<file path="config.mk">
export PLATFORM = sky130hd
export DESIGN_NAME = dma_controller_mc_flat
export DESIGN_NICKNAME = d
export VERILOG_FILES = /design/src/rtl/dma_mc_pkg.sv /design/src/rtl/dma_controller_mc_if.sv /design/src/rtl/dma_desc_channel.sv /design/src/rtl/dma_controller_mc.sv /design/src/flat_wrapper.sv
export SDC_FILE = /design/constraint.sdc
export NUM_CORES = 1
export LEC_CHECK = 0
export CORE_MARGIN = 3
export CORE_UTILIZATION = 51
export CTS_CLUSTER_DIAMETER = 150
export CTS_CLUSTER_SIZE = 40
export DETAILED_ROUTE_END_ITERATION = 16
export MAX_ROUTING_LAYER = met4
export PLACE_DENSITY = 0.73
export SYNTH_ARGS = -nofsm -noshare
export SYNTH_HDL_FRONTEND = slang
export SYNTH_SLANG_ARGS = --single-unit
</file>
<file path="constraint.sdc">
create_clock -name clk -period 6.17 [get_ports clk]
set_input_delay 1.851 -clock clk [delete_from_list [all_inputs] [get_ports clk]]
set_output_delay 1.851 -clock clk [all_outputs]
set_load 0.02 [all_outputs]
</file>
<file path="src/rtl/dma_mc_pkg.sv">
// Shared constants and types for the multi-channel DMA descriptor controller.
// Register word offsets, channel state encoding and STAT bit positions.
package dma_mc_pkg;

  localparam int unsigned A_START    = 32'h00;
  localparam int unsigned A_BUSY     = 32'h01;
  localparam int unsigned A_IRQ_EN   = 32'h02;
  localparam int unsigned A_IRQ_STAT = 32'h03;

  localparam int unsigned CH_BASE   = 32'h10;
  localparam int unsigned CH_STRIDE = 4;
  localparam int unsigned CH_ADDR   = 0;
  localparam int unsigned CH_BYTES  = 1;
  localparam int unsigned CH_TUSER  = 2;
  localparam int unsigned CH_STAT   = 3;

  localparam int unsigned STAT_DONE    = 0;
  localparam int unsigned STAT_ERR_LSB = 1;
  localparam int unsigned STAT_ERR_W   = 4;
  localparam int unsigned STAT_REJ     = 5;
  localparam int unsigned STAT_W       = 6;

  typedef enum logic [1:0] {
    IDLE = 2'd0,
    REQ  = 2'd1,
    WAIT = 2'd2
  } chan_state_e;

  // Word address of register `off` in channel `c`.
  function automatic int unsigned ch_reg(input int unsigned c, input int unsigned off);
    return CH_BASE + CH_STRIDE * c + off;
  endfunction

endpackage

</file>
<file path="src/rtl/dma_controller_mc_if.sv">
// PS register port and datamover descriptor/status bundle for dma_controller_mc.
// The slave modport is the controller's view; master is the PS/datamover side.
interface dma_mc_if #(
  parameter int unsigned N_MM2S          = 3,
  parameter int unsigned N_S2MM          = 1,
  parameter int unsigned ADDR_WIDTH      = 32,
  parameter int unsigned AXI_DATA_WIDTH  = 32,
  parameter int unsigned AXI_LEN_WIDTH   = 32,
  parameter int unsigned AXIS_USER_WIDTH = 65,
  parameter int unsigned AXI_TAG_WIDTH   = 8,
  parameter int unsigned REG_ADDR_WIDTH  = 8
);
  localparam int unsigned DESC_WIDTH = ADDR_WIDTH + AXI_LEN_WIDTH;

  logic                          reg_wr_en;
  logic                          reg_rd_en;
  logic [REG_ADDR_WIDTH-1:0]     reg_wr_addr;
  logic [REG_ADDR_WIDTH-1:0]     reg_rd_addr;
  logic [AXI_DATA_WIDTH-1:0]     reg_wr_data;
  logic [AXI_DATA_WIDTH-1:0]     reg_rd_data;

  logic [N_MM2S-1:0][DESC_WIDTH-1:0]      mm2s_desc;
  logic [N_MM2S-1:0][AXIS_USER_WIDTH-1:0] mm2s_user;
  logic [N_MM2S-1:0]                      mm2s_valid;
  logic [N_MM2S-1:0]                      mm2s_ready;
  logic [N_MM2S-1:0]                      mm2s_status_valid;
  logic [N_MM2S-1:0][3:0]                 mm2s_status_error;

  logic [N_S2MM-1:0][DESC_WIDTH-1:0]      s2mm_desc;
  logic [N_S2MM-1:0][AXI_TAG_WIDTH-1:0]   s2mm_tag;
  logic [N_S2MM-1:0]                      s2mm_valid;
  logic [N_S2MM-1:0]                      s2mm_ready;
  logic [N_S2MM-1:0]                      s2mm_status_valid;
  logic [N_S2MM-1:0][3:0]                 s2mm_status_error;

  logic                                   irq;

  modport slave (
    input  reg_wr_en, reg_rd_en, reg_wr_addr, reg_rd_addr, reg_wr_data,
    input  mm2s_ready, mm2s_status_valid, mm2s_status_error,
    input  s2mm_ready, s2mm_status_valid, s2mm_status_error,
    output reg_rd_data, mm2s_desc, mm2s_user, mm2s_valid,
    output s2mm_desc, s2mm_tag, s2mm_valid, irq
  );

  modport master (
    output reg_wr_en, reg_rd_en, reg_wr_addr, reg_rd_addr, reg_wr_data,
    output mm2s_ready, mm2s_status_valid, mm2s_status_error,
    output s2mm_ready, s2mm_status_valid, s2mm_status_error,
    input  reg_rd_data, mm2s_desc, mm2s_user, mm2s_valid,
    input  s2mm_desc, s2mm_tag, s2mm_valid, irq
  );

endinterface

</file>
<file path="src/rtl/dma_desc_channel.sv">
// One DMA descriptor channel: IDLE/REQ/WAIT FSM, descriptor latch, STAT and tag counter.
// done_c_o is a same-cycle completion strobe used by the parent to set IRQ_STAT.
module dma_desc_channel
  import dma_mc_pkg::*;
#(
  parameter int unsigned ADDR_WIDTH = 32,
  parameter int unsigned LEN_WIDTH  = 32,
  parameter int unsigned USER_WIDTH = 65,
  parameter int unsigned TAG_WIDTH  = 8
) (
  input  logic                            clk,
  input  logic                            rstn,
  input  logic                            start_i,
  input  logic [ADDR_WIDTH-1:0]           cfg_addr_i,
  input  logic [LEN_WIDTH-1:0]            cfg_bytes_i,
  input  logic [USER_WIDTH-1:0]           cfg_user_i,
  input  logic                            ready_i,
  input  logic                            status_valid_i,
  input  logic [3:0]                      status_error_i,
  output logic [LEN_WIDTH+ADDR_WIDTH-1:0] desc_o,
  output logic [USER_WIDTH-1:0]           user_o,
  output logic [TAG_WIDTH-1:0]            tag_o,
  output logic                            valid_o,
  output logic                            busy_o,
  output logic [STAT_W-1:0]               stat_o,
  output logic                            done_c_o
);

  chan_state_e                     state_q, state_d;
  logic                            valid_q;
  logic [LEN_WIDTH+ADDR_WIDTH-1:0] desc_q;
  logic [USER_WIDTH-1:0]           user_q;
  logic [TAG_WIDTH-1:0]            tag_q, tag_cnt_q;
  logic                            done_q, rej_q;
  logic [STAT_ERR_W-1:0]           err_q;
  logic                            accept_c, hs_c;

  // Next-state logic and per-cycle event strobes.
  always_comb begin
    state_d  = state_q;
    accept_c = 1'b0;
    hs_c     = 1'b0;
    done_c_o = 1'b0;
    unique case (state_q)
      IDLE: if (start_i) begin
        state_d  = REQ;
        accept_c = 1'b1;
      end
      REQ: if (ready_i) begin
        state_d = WAIT;
        hs_c    = 1'b1;
      end
      WAIT: if (status_valid_i) begin
        state_d  = IDLE;
        done_c_o = 1'b1;
      end
      default: state_d = IDLE;
    endcase
  end

  always_ff @(posedge clk or negedge rstn) begin
    if (!rstn) begin
      state_q   <= IDLE;
      valid_q   <= 1'b0;
      desc_q    <= '0;
      user_q    <= '0;
      tag_q     <= '0;
      tag_cnt_q <= '0;
      done_q    <= 1'b0;
      err_q     <= '0;
      rej_q     <= 1'b0;
    end else begin
      state_q <= state_d;
      valid_q <= (state_d == REQ);
      if (accept_c) begin
        desc_q <= {cfg_bytes_i, cfg_addr_i};
        user_q <= cfg_user_i;
        tag_q  <= tag_cnt_q;
        done_q <= 1'b0;
        err_q  <= '0;
        rej_q  <= 1'b0;
      end else if (start_i) begin
        rej_q <= 1'b1;
      end
      if (done_c_o) begin
        done_q <= 1'b1;
        err_q  <= status_error_i;
      end
      if (hs_c) begin
        tag_cnt_q <= tag_cnt_q + TAG_WIDTH'(1);
      end
    end
  end

  assign desc_o  = desc_q;
  assign user_o  = user_q;
  assign tag_o   = tag_q;
  assign valid_o = valid_q;
  assign busy_o  = (state_q != IDLE);
  assign stat_o  = {rej_q, err_q, done_q};

endmodule

</file>
<file path="src/rtl/dma_controller_mc.sv">
// Multi-channel DMA descriptor controller: PS register decode, START pulses,
// per-channel descriptor FSMs and the maskable level interrupt.
module dma_controller_mc
  import dma_mc_pkg::*;
#(
  parameter int unsigned N_MM2S          = 3,
  parameter int unsigned N_S2MM          = 1,
  parameter int unsigned ADDR_WIDTH      = 32,
  parameter int unsigned AXI_DATA_WIDTH  = 32,
  parameter int unsigned AXI_LEN_WIDTH   = 32,
  parameter int unsigned AXIS_USER_WIDTH = 65,
  parameter int unsigned AXI_TAG_WIDTH   = 8,
  parameter int unsigned REG_ADDR_WIDTH  = 8
) (
  input  logic     clk,
  input  logic     rstn,
  dma_mc_if.slave  bus
);

  localparam int unsigned N_CH       = N_MM2S + N_S2MM;
  localparam int unsigned DESC_WIDTH = ADDR_WIDTH + AXI_LEN_WIDTH;

  logic [N_CH-1:0][ADDR_WIDTH-1:0]      cfg_addr_q;
  logic [N_CH-1:0][AXI_LEN_WIDTH-1:0]   cfg_bytes_q;
  logic [N_CH-1:0][AXI_DATA_WIDTH-1:0]  cfg_user_q;
  logic [N_CH-1:0]                      irq_en_q, irq_en_d;
  logic [N_CH-1:0]                      irq_stat_q, irq_stat_d;
  logic                                 irq_q;

  logic [N_CH-1:0]                      start_c, w1c_c, busy, done_c;
  logic [N_CH-1:0]                      ch_ready, ch_sv, ch_valid;
  logic [N_CH-1:0][3:0]                 ch_err;
  logic [N_CH-1:0][DESC_WIDTH-1:0]      ch_desc;
  logic [N_CH-1:0][AXIS_USER_WIDTH-1:0] ch_user;
  logic [N_CH-1:0][AXI_TAG_WIDTH-1:0]   ch_tag;
  logic [N_CH-1:0][STAT_W-1:0]          ch_stat;
  logic [AXI_DATA_WIDTH-1:0]            rd_c;
  logic                                 wr_start_c, wr_irq_en_c, wr_irq_stat_c;

  assign wr_start_c    = bus.reg_wr_en && (bus.reg_wr_addr == REG_ADDR_WIDTH'(A_START));
  assign wr_irq_en_c   = bus.reg_wr_en && (bus.reg_wr_addr == REG_ADDR_WIDTH'(A_IRQ_EN));
  assign wr_irq_stat_c = bus.reg_wr_en && (bus.reg_wr_addr == REG_ADDR_WIDTH'(A_IRQ_STAT));

  assign start_c = wr_start_c    ? bus.reg_wr_data[N_CH-1:0] : '0;
  assign w1c_c   = wr_irq_stat_c ? bus.reg_wr_data[N_CH-1:0] : '0;

  // A completion in the same cycle as a W1C keeps the bit set.
  assign irq_en_d   = wr_irq_en_c ? bus.reg_wr_data[N_CH-1:0] : irq_en_q;
  assign irq_stat_d = (irq_stat_q & ~w1c_c) | done_c;

  always_ff @(posedge clk or negedge rstn) begin
    if (!rstn) begin
      cfg_addr_q  <= '0;
      cfg_bytes_q <= '0;
      cfg_user_q  <= '0;
      irq_en_q    <= '0;
      irq_stat_q  <= '0;
      irq_q       <= 1'b0;
    end else begin
      irq_en_q   <= irq_en_d;
      irq_stat_q <= irq_stat_d;
      irq_q      <= |(irq_stat_d & irq_en_d);
      for (int unsigned c = 0; c < N_CH; c++) begin
        if (bus.reg_wr_en && (bus.reg_wr_addr == REG_ADDR_WIDTH'(ch_reg(c, CH_ADDR))))
          cfg_addr_q[c] <= ADDR_WIDTH'(bus.reg_wr_data);
        if (bus.reg_wr_en && (bus.reg_wr_addr == REG_ADDR_WIDTH'(ch_reg(c, CH_BYTES))))
          cfg_bytes_q[c] <= AXI_LEN_WIDTH'(bus.reg_wr_data);
        if ((c < N_MM2S) && bus.reg_wr_en &&
            (bus.reg_wr_addr == REG_ADDR_WIDTH'(ch_reg(c, CH_TUSER))))
          cfg_user_q[c] <= bus.reg_wr_data;
      end
    end
  end

  // Combinational read mux; unmapped addresses and START read as zero.
  always_comb begin
    rd_c = '0;
    if (bus.reg_rd_addr == REG_ADDR_WIDTH'(A_BUSY))     rd_c = AXI_DATA_WIDTH'(busy);
    if (bus.reg_rd_addr == REG_ADDR_WIDTH'(A_IRQ_EN))   rd_c = AXI_DATA_WIDTH'(irq_en_q);
    if (bus.reg_rd_addr == REG_ADDR_WIDTH'(A_IRQ_STAT)) rd_c = AXI_DATA_WIDTH'(irq_stat_q);
    for (int unsigned c = 0; c < N_CH; c++) begin
      if (bus.reg_rd_addr == REG_ADDR_WIDTH'(ch_reg(c, CH_ADDR)))
        rd_c = AXI_DATA_WIDTH'(cfg_addr_q[c]);
      if (bus.reg_rd_addr == REG_ADDR_WIDTH'(ch_reg(c, CH_BYTES)))
        rd_c = AXI_DATA_WIDTH'(cfg_bytes_q[c]);
      if (bus.reg_rd_addr == REG_ADDR_WIDTH'(ch_reg(c, CH_TUSER)))
        rd_c = cfg_user_q[c];
      if (bus.reg_rd_addr == REG_ADDR_WIDTH'(ch_reg(c, CH_STAT)))
        rd_c = AXI_DATA_WIDTH'(ch_stat[c]);
    end
  end

  assign ch_ready = {bus.s2mm_ready, bus.mm2s_ready};
  assign ch_sv    = {bus.s2mm_status_valid, bus.mm2s_status_valid};
  assign ch_err   = {bus.s2mm_status_error, bus.mm2s_status_error};

  for (genvar c = 0; c < N_CH; c++) begin : g_ch
    dma_desc_channel #(
      .ADDR_WIDTH (ADDR_WIDTH),
      .LEN_WIDTH  (AXI_LEN_WIDTH),
      .USER_WIDTH (AXIS_USER_WIDTH),
      .TAG_WIDTH  (AXI_TAG_WIDTH)
    ) u_ch (
      .clk            (clk),
      .rstn           (rstn),
      .start_i        (start_c[c]),
      .cfg_addr_i     (cfg_addr_q[c]),
      .cfg_bytes_i    (cfg_bytes_q[c]),
      .cfg_user_i     (AXIS_USER_WIDTH'(cfg_user_q[c])),
      .ready_i        (ch_ready[c]),
      .status_valid_i (ch_sv[c]),
      .status_error_i (ch_err[c]),
      .desc_o         (ch_desc[c]),
      .user_o         (ch_user[c]),
      .tag_o          (ch_tag[c]),
      .valid_o        (ch_valid[c]),
      .busy_o         (busy[c]),
      .stat_o         (ch_stat[c]),
      .done_c_o       (done_c[c])
    );
  end

  assign bus.reg_rd_data = rd_c;
  assign bus.mm2s_desc   = ch_desc[N_MM2S-1:0];
  assign bus.mm2s_user   = ch_user[N_MM2S-1:0];
  assign bus.mm2s_valid  = ch_valid[N_MM2S-1:0];
  assign bus.s2mm_desc   = ch_desc[N_CH-1:N_MM2S];
  assign bus.s2mm_tag    = ch_tag[N_CH-1:N_MM2S];
  assign bus.s2mm_valid  = ch_valid[N_CH-1:N_MM2S];
  assign bus.irq         = irq_q;

  // Read strobe, S2MM tuser and MM2S tags have no consumer.
  logic unused_ok;
  assign unused_ok = &{1'b0, bus.reg_rd_en, ch_user[N_CH-1:N_MM2S], ch_tag[N_MM2S-1:0]};

endmodule

</file>
<file path="src/flat_wrapper.sv">
// flat-port wrapper written by rule: the top's interface ports become plain ports
module dma_controller_mc_flat import dma_mc_pkg::*;
#(
  parameter int unsigned N_MM2S          = 3,
  parameter int unsigned N_S2MM          = 1,
  parameter int unsigned ADDR_WIDTH      = 32,
  parameter int unsigned AXI_DATA_WIDTH  = 32,
  parameter int unsigned AXI_LEN_WIDTH   = 32,
  parameter int unsigned AXIS_USER_WIDTH = 65,
  parameter int unsigned AXI_TAG_WIDTH   = 8,
  parameter int unsigned REG_ADDR_WIDTH  = 8
)
  (clk, rstn, bus_reg_wr_en, bus_reg_rd_en, bus_reg_wr_addr, bus_reg_rd_addr, bus_reg_wr_data, bus_mm2s_ready, bus_mm2s_status_valid, bus_mm2s_status_error, bus_s2mm_ready, bus_s2mm_status_valid, bus_s2mm_status_error, bus_reg_rd_data, bus_mm2s_desc, bus_mm2s_user, bus_mm2s_valid, bus_s2mm_desc, bus_s2mm_tag, bus_s2mm_valid, bus_irq);
  dma_mc_if #(.N_MM2S(N_MM2S), .N_S2MM(N_S2MM), .ADDR_WIDTH(ADDR_WIDTH), .AXI_DATA_WIDTH(AXI_DATA_WIDTH), .AXI_LEN_WIDTH(AXI_LEN_WIDTH), .AXIS_USER_WIDTH(AXIS_USER_WIDTH), .AXI_TAG_WIDTH(AXI_TAG_WIDTH), .REG_ADDR_WIDTH(REG_ADDR_WIDTH)) bus_i ();
  input  logic clk;
  input  logic rstn;
  input wire logic [$bits(bus_i.reg_wr_en)-1:0] bus_reg_wr_en;
  input wire logic [$bits(bus_i.reg_rd_en)-1:0] bus_reg_rd_en;
  input wire logic [$bits(bus_i.reg_wr_addr)-1:0] bus_reg_wr_addr;
  input wire logic [$bits(bus_i.reg_rd_addr)-1:0] bus_reg_rd_addr;
  input wire logic [$bits(bus_i.reg_wr_data)-1:0] bus_reg_wr_data;
  input wire logic [$bits(bus_i.mm2s_ready)-1:0] bus_mm2s_ready;
  input wire logic [$bits(bus_i.mm2s_status_valid)-1:0] bus_mm2s_status_valid;
  input wire logic [$bits(bus_i.mm2s_status_error)-1:0] bus_mm2s_status_error;
  input wire logic [$bits(bus_i.s2mm_ready)-1:0] bus_s2mm_ready;
  input wire logic [$bits(bus_i.s2mm_status_valid)-1:0] bus_s2mm_status_valid;
  input wire logic [$bits(bus_i.s2mm_status_error)-1:0] bus_s2mm_status_error;
  output wire logic [$bits(bus_i.reg_rd_data)-1:0] bus_reg_rd_data;
  output wire logic [$bits(bus_i.mm2s_desc)-1:0] bus_mm2s_desc;
  output wire logic [$bits(bus_i.mm2s_user)-1:0] bus_mm2s_user;
  output wire logic [$bits(bus_i.mm2s_valid)-1:0] bus_mm2s_valid;
  output wire logic [$bits(bus_i.s2mm_desc)-1:0] bus_s2mm_desc;
  output wire logic [$bits(bus_i.s2mm_tag)-1:0] bus_s2mm_tag;
  output wire logic [$bits(bus_i.s2mm_valid)-1:0] bus_s2mm_valid;
  output wire logic [$bits(bus_i.irq)-1:0] bus_irq;
  assign bus_i.reg_wr_en = bus_reg_wr_en;
  assign bus_i.reg_rd_en = bus_reg_rd_en;
  assign bus_i.reg_wr_addr = bus_reg_wr_addr;
  assign bus_i.reg_rd_addr = bus_reg_rd_addr;
  assign bus_i.reg_wr_data = bus_reg_wr_data;
  assign bus_i.mm2s_ready = bus_mm2s_ready;
  assign bus_i.mm2s_status_valid = bus_mm2s_status_valid;
  assign bus_i.mm2s_status_error = bus_mm2s_status_error;
  assign bus_i.s2mm_ready = bus_s2mm_ready;
  assign bus_i.s2mm_status_valid = bus_s2mm_status_valid;
  assign bus_i.s2mm_status_error = bus_s2mm_status_error;
  assign bus_reg_rd_data = bus_i.reg_rd_data;
  assign bus_mm2s_desc = bus_i.mm2s_desc;
  assign bus_mm2s_user = bus_i.mm2s_user;
  assign bus_mm2s_valid = bus_i.mm2s_valid;
  assign bus_s2mm_desc = bus_i.s2mm_desc;
  assign bus_s2mm_tag = bus_i.s2mm_tag;
  assign bus_s2mm_valid = bus_i.s2mm_valid;
  assign bus_irq = bus_i.irq;
  dma_controller_mc #(.N_MM2S(N_MM2S), .N_S2MM(N_S2MM), .ADDR_WIDTH(ADDR_WIDTH), .AXI_DATA_WIDTH(AXI_DATA_WIDTH), .AXI_LEN_WIDTH(AXI_LEN_WIDTH), .AXIS_USER_WIDTH(AXIS_USER_WIDTH), .AXI_TAG_WIDTH(AXI_TAG_WIDTH), .REG_ADDR_WIDTH(REG_ADDR_WIDTH)) u_core (.clk(clk), .rstn(rstn), .bus(bus_i));
endmodule
</file>
==> run summary <==
Syn Std Cell Area = 33000 um^2
Synth area leader = dfrtp_1
minimum clock period = 6.15 ns
reg2reg start = u_core.g_ch[2].u_ch.state_q[0]
Distinct cells, synth = 68
fin. max-slew vios = 0
area share of the largest cell type after synthesis = 0.579
worst-case reg-to-reg path depth = 4
crit path kind = primary input to output port
gpl congestion = 0.933
post-route cell area = 39600 um^2
die height = 261 um
Seq/Total Area, Yosys = 0.579
WHS Endpoint = u_core.g_ch[3].u_ch.tag_cnt_q[7]
Setup WS post-layout = 0.0240 ns
drt first pass iters = 5
Hold Startpoint = u_core.g_ch[3].u_ch.tag_cnt_q[7]
DR WL/cell = 27.0 um
Power Dens Cells = 204 nW/um^2
global-route wire length before repair = 148 mm
main area contributors after synthesis = dfrtp_1, mux2_2, mux2i_1, buf_4, mux2_4
Worst Hold Class = register to register
P_int = 0.00609 W
CTS tree = done
io pins = 572
Clock Skew = 0.0348 ns
share of cells above drive strength 1 = 0.316
maximum buffer depth of the clock tree = 3
Hold Vio Cnt, Final = 0
clock power share = 0.271
pin count of the biggest net entering global routing = 117
# setup viols final = 0
vias per inst = 5.80
via count = 21600
Rows = 92
pre-CTS WS = -0.395 ns
sequential group share of total power = 0.651
TritonCTS Buffers = 23
status = finished, final reports clean
CTS sink cnt = 765
cts hold-fix bufs = 0
H-tree depth = 1
Switching Fraction = 0.247
Root Buffer = clkbuf_16
Post-synth EDFFs = 0
hold depth = 1
Yosys reg bits = 765
most common cell in the synthesized netlist = dfrtp_1
RSZ-0062 raised after global routing = true
Commonest cells post-synth = dfrtp_1, mux2_2, nand2_1
number of global-route vias before repair = 22500
synth warn = 32
Worst Path Required = 4.32 ns
Final ANT Viol Nets = 0
CP Data Arrival Time = 4.29 ns
Primary FF master, synth = dfrtp_1
Remaining DRCs = 0
area delta synth->final = 19.8%
DPL Wire Length = 69.2 mm
r2r endpoint = u_core.g_ch[2].u_ch.user_o[9]
Core ar. = 63500 um^2
Synth Instances = 2430
clock latency on the worst-skew pair = 0.63 ns
initial antenna violation count = 2
Die Wd = 261 um
Slew HR = 0.278
fin crit share = 0.996
routed wire length = 100 mm
CP Launch Type = primary input
Post-synth ARST share = 1.00
Peak VDD IR = 0.189 mV
gr usage total = 0.301
CP endpoint kind = output port
DR iter-0 viols = 1583
P_sw = 0.00200 W
r2r setup slk = 3.82 ns
LEAKAGE = 19.4 nW
critical-path maximum fanout = 13
clock slew at reported path FFs = 0.14 ns
die footprint = 67900 um^2
Max Cap Viol = 0
Max Freq = 0.163 GHz
port bufs = 471
Initial Util = 0.520
Worst Tran Pin Value = 1.08 ns
Post-layout nets = 2950
average cell area after synthesis = 13.6 um^2
Comb pwr share = 0.079
grt total ovfl = 0
placed inst area = 38900 um^2
==> routing by layer <==
metal	wire (um)	GRT usage
met1	41300	0.389
met2	48300	0.482
met4	3550	0.0878
met3	7380	0.0640
met5	0	-
==> kinds of logic (layout without fill, tap and decap cells) <==
group	count (synthesis)	count (layout)	synth area share
xor+xnor	7	7	0.00186
flops	765	765	0.579
other cells	1	101	0.000113
simple gates	300	300	0.0428
buf+inv	287	633	0.0478
mux	797	797	0.273
fa+ha+maj	1	1	0.000379
compound gates	272	272	0.0544
==> placed cells by master (no fill, tap or decap), types with 13 or more instances in the layout <==
cell / instances
nand3_1: 31
o21ai_0: 87
a221o_1: 15
o221ai_1: 13
mux2i_1: 82
a21oi_1: 42
dfrtp_1: 765
nor2b_1: 13
dlygate4sd2_1: 14
buf_12: 19
clkbuf_16: 23
buf_4: 102
mux2_4: 39
nor2_1: 57
nand2b_1: 14
inv_1: 14
mux2_2: 670
a22oi_1: 31
conb_1: 99
o2bb2ai_1: 13
clkdlybuf4s50_1: 436
nand2_1: 123
==> worst max-delay path, cell delays in order <==
cell,delay (ns)
clkdlybuf4s50_1,0.51
buf_4,0.13
nor4b_4,0.04
buf_4,0.15
nand2_2,0.09
buf_6,0.21
buf_4,0.23
nor3_1,0.07
or3_1,0.33
o211ai_1,0.41
buf_2,0.25
==> layout make-up <==
class	count	area (um^2)
Antenna cell	2	5.00
Clock buffer	23	576
Clock inverter	3	50.0
Fill cell	4946	23900
Inverter	14	52.6
Multi-Input combinational cell	1476	12900
Sequential cell	765	19100
Tap cell	846	1060
Timing Repair Buffer	593	5840
==> what timing repair did <==
action,4_1_cts,5_1_grt
setup endpoints to repair,29,17
gates resized for setup,45,28
pin swaps,2,3
setup buffers,1,0
==> worst max path at each step <==
stage / startpoint / endpoint / cells past startpoint
CTS: bus_reg_rd_addr[5] / bus_reg_rd_data[3] / 10
detailed placement: bus_reg_rd_addr[7] / bus_reg_rd_data[1] / 11
global route: bus_reg_rd_addr[4] / bus_reg_rd_data[0] / 10
floorplan: bus_reg_rd_addr[0] / bus_reg_rd_data[30] / 8
finish: bus_reg_rd_addr[7] / bus_reg_rd_data[1] / 11
global placement: bus_reg_rd_addr[7] / bus_reg_rd_data[1] / 11
==> state kept, by name, summed over array words and instances (netlist names) <==
signal,count
u_core.bus.irq,1
u_core.cfg_addr_q,128
u_core.cfg_bytes_q,128
u_core.cfg_user_q,96
u_core.g_ch.u_ch.desc_o,256
u_core.g_ch.u_ch.done_q,4
u_core.g_ch.u_ch.err_q,16
u_core.g_ch.u_ch.rej_q,4
u_core.g_ch.u_ch.state_q,8
u_core.g_ch.u_ch.tag_cnt_q,8
u_core.g_ch.u_ch.tag_o,8
u_core.g_ch.u_ch.user_o,96
u_core.g_ch.u_ch.valid_o,4
u_core.irq_en_q,4
u_core.irq_stat_q,4
==> through the flow <==
stage	power (W)	TNS [ns]	hold slack, ns	util	cells
finish	0.00809	0	0.496	0.623	3722
global route	0.00838	0	0.514	0.623	3721
CTS	0.00814	-0.000250	0.498	0.623	3720
detailed placement	0.00599	-7.74	0.471	0.613	3693
global placement	0.00597	-7.64	0.456	0.613	3693
floorplan	0.00569	0	0.442	-	2528
==> power by group through the flow <==
stage / clock network (W) / logic, W / registers (W)
CTS: 0.00224 / 0.000637 / 0.00526
finish: 0.00219 / 0.000637 / 0.00527
detailed placement: 0 / 0.000635 / 0.00536
floorplan: 0 / 0.000367 / 0.00532
global placement: 0 / 0.000620 / 0.00535
global route: 0.00240 / 0.000693 / 0.00528
Note: power is estimated with default switching activity, not from simulation.
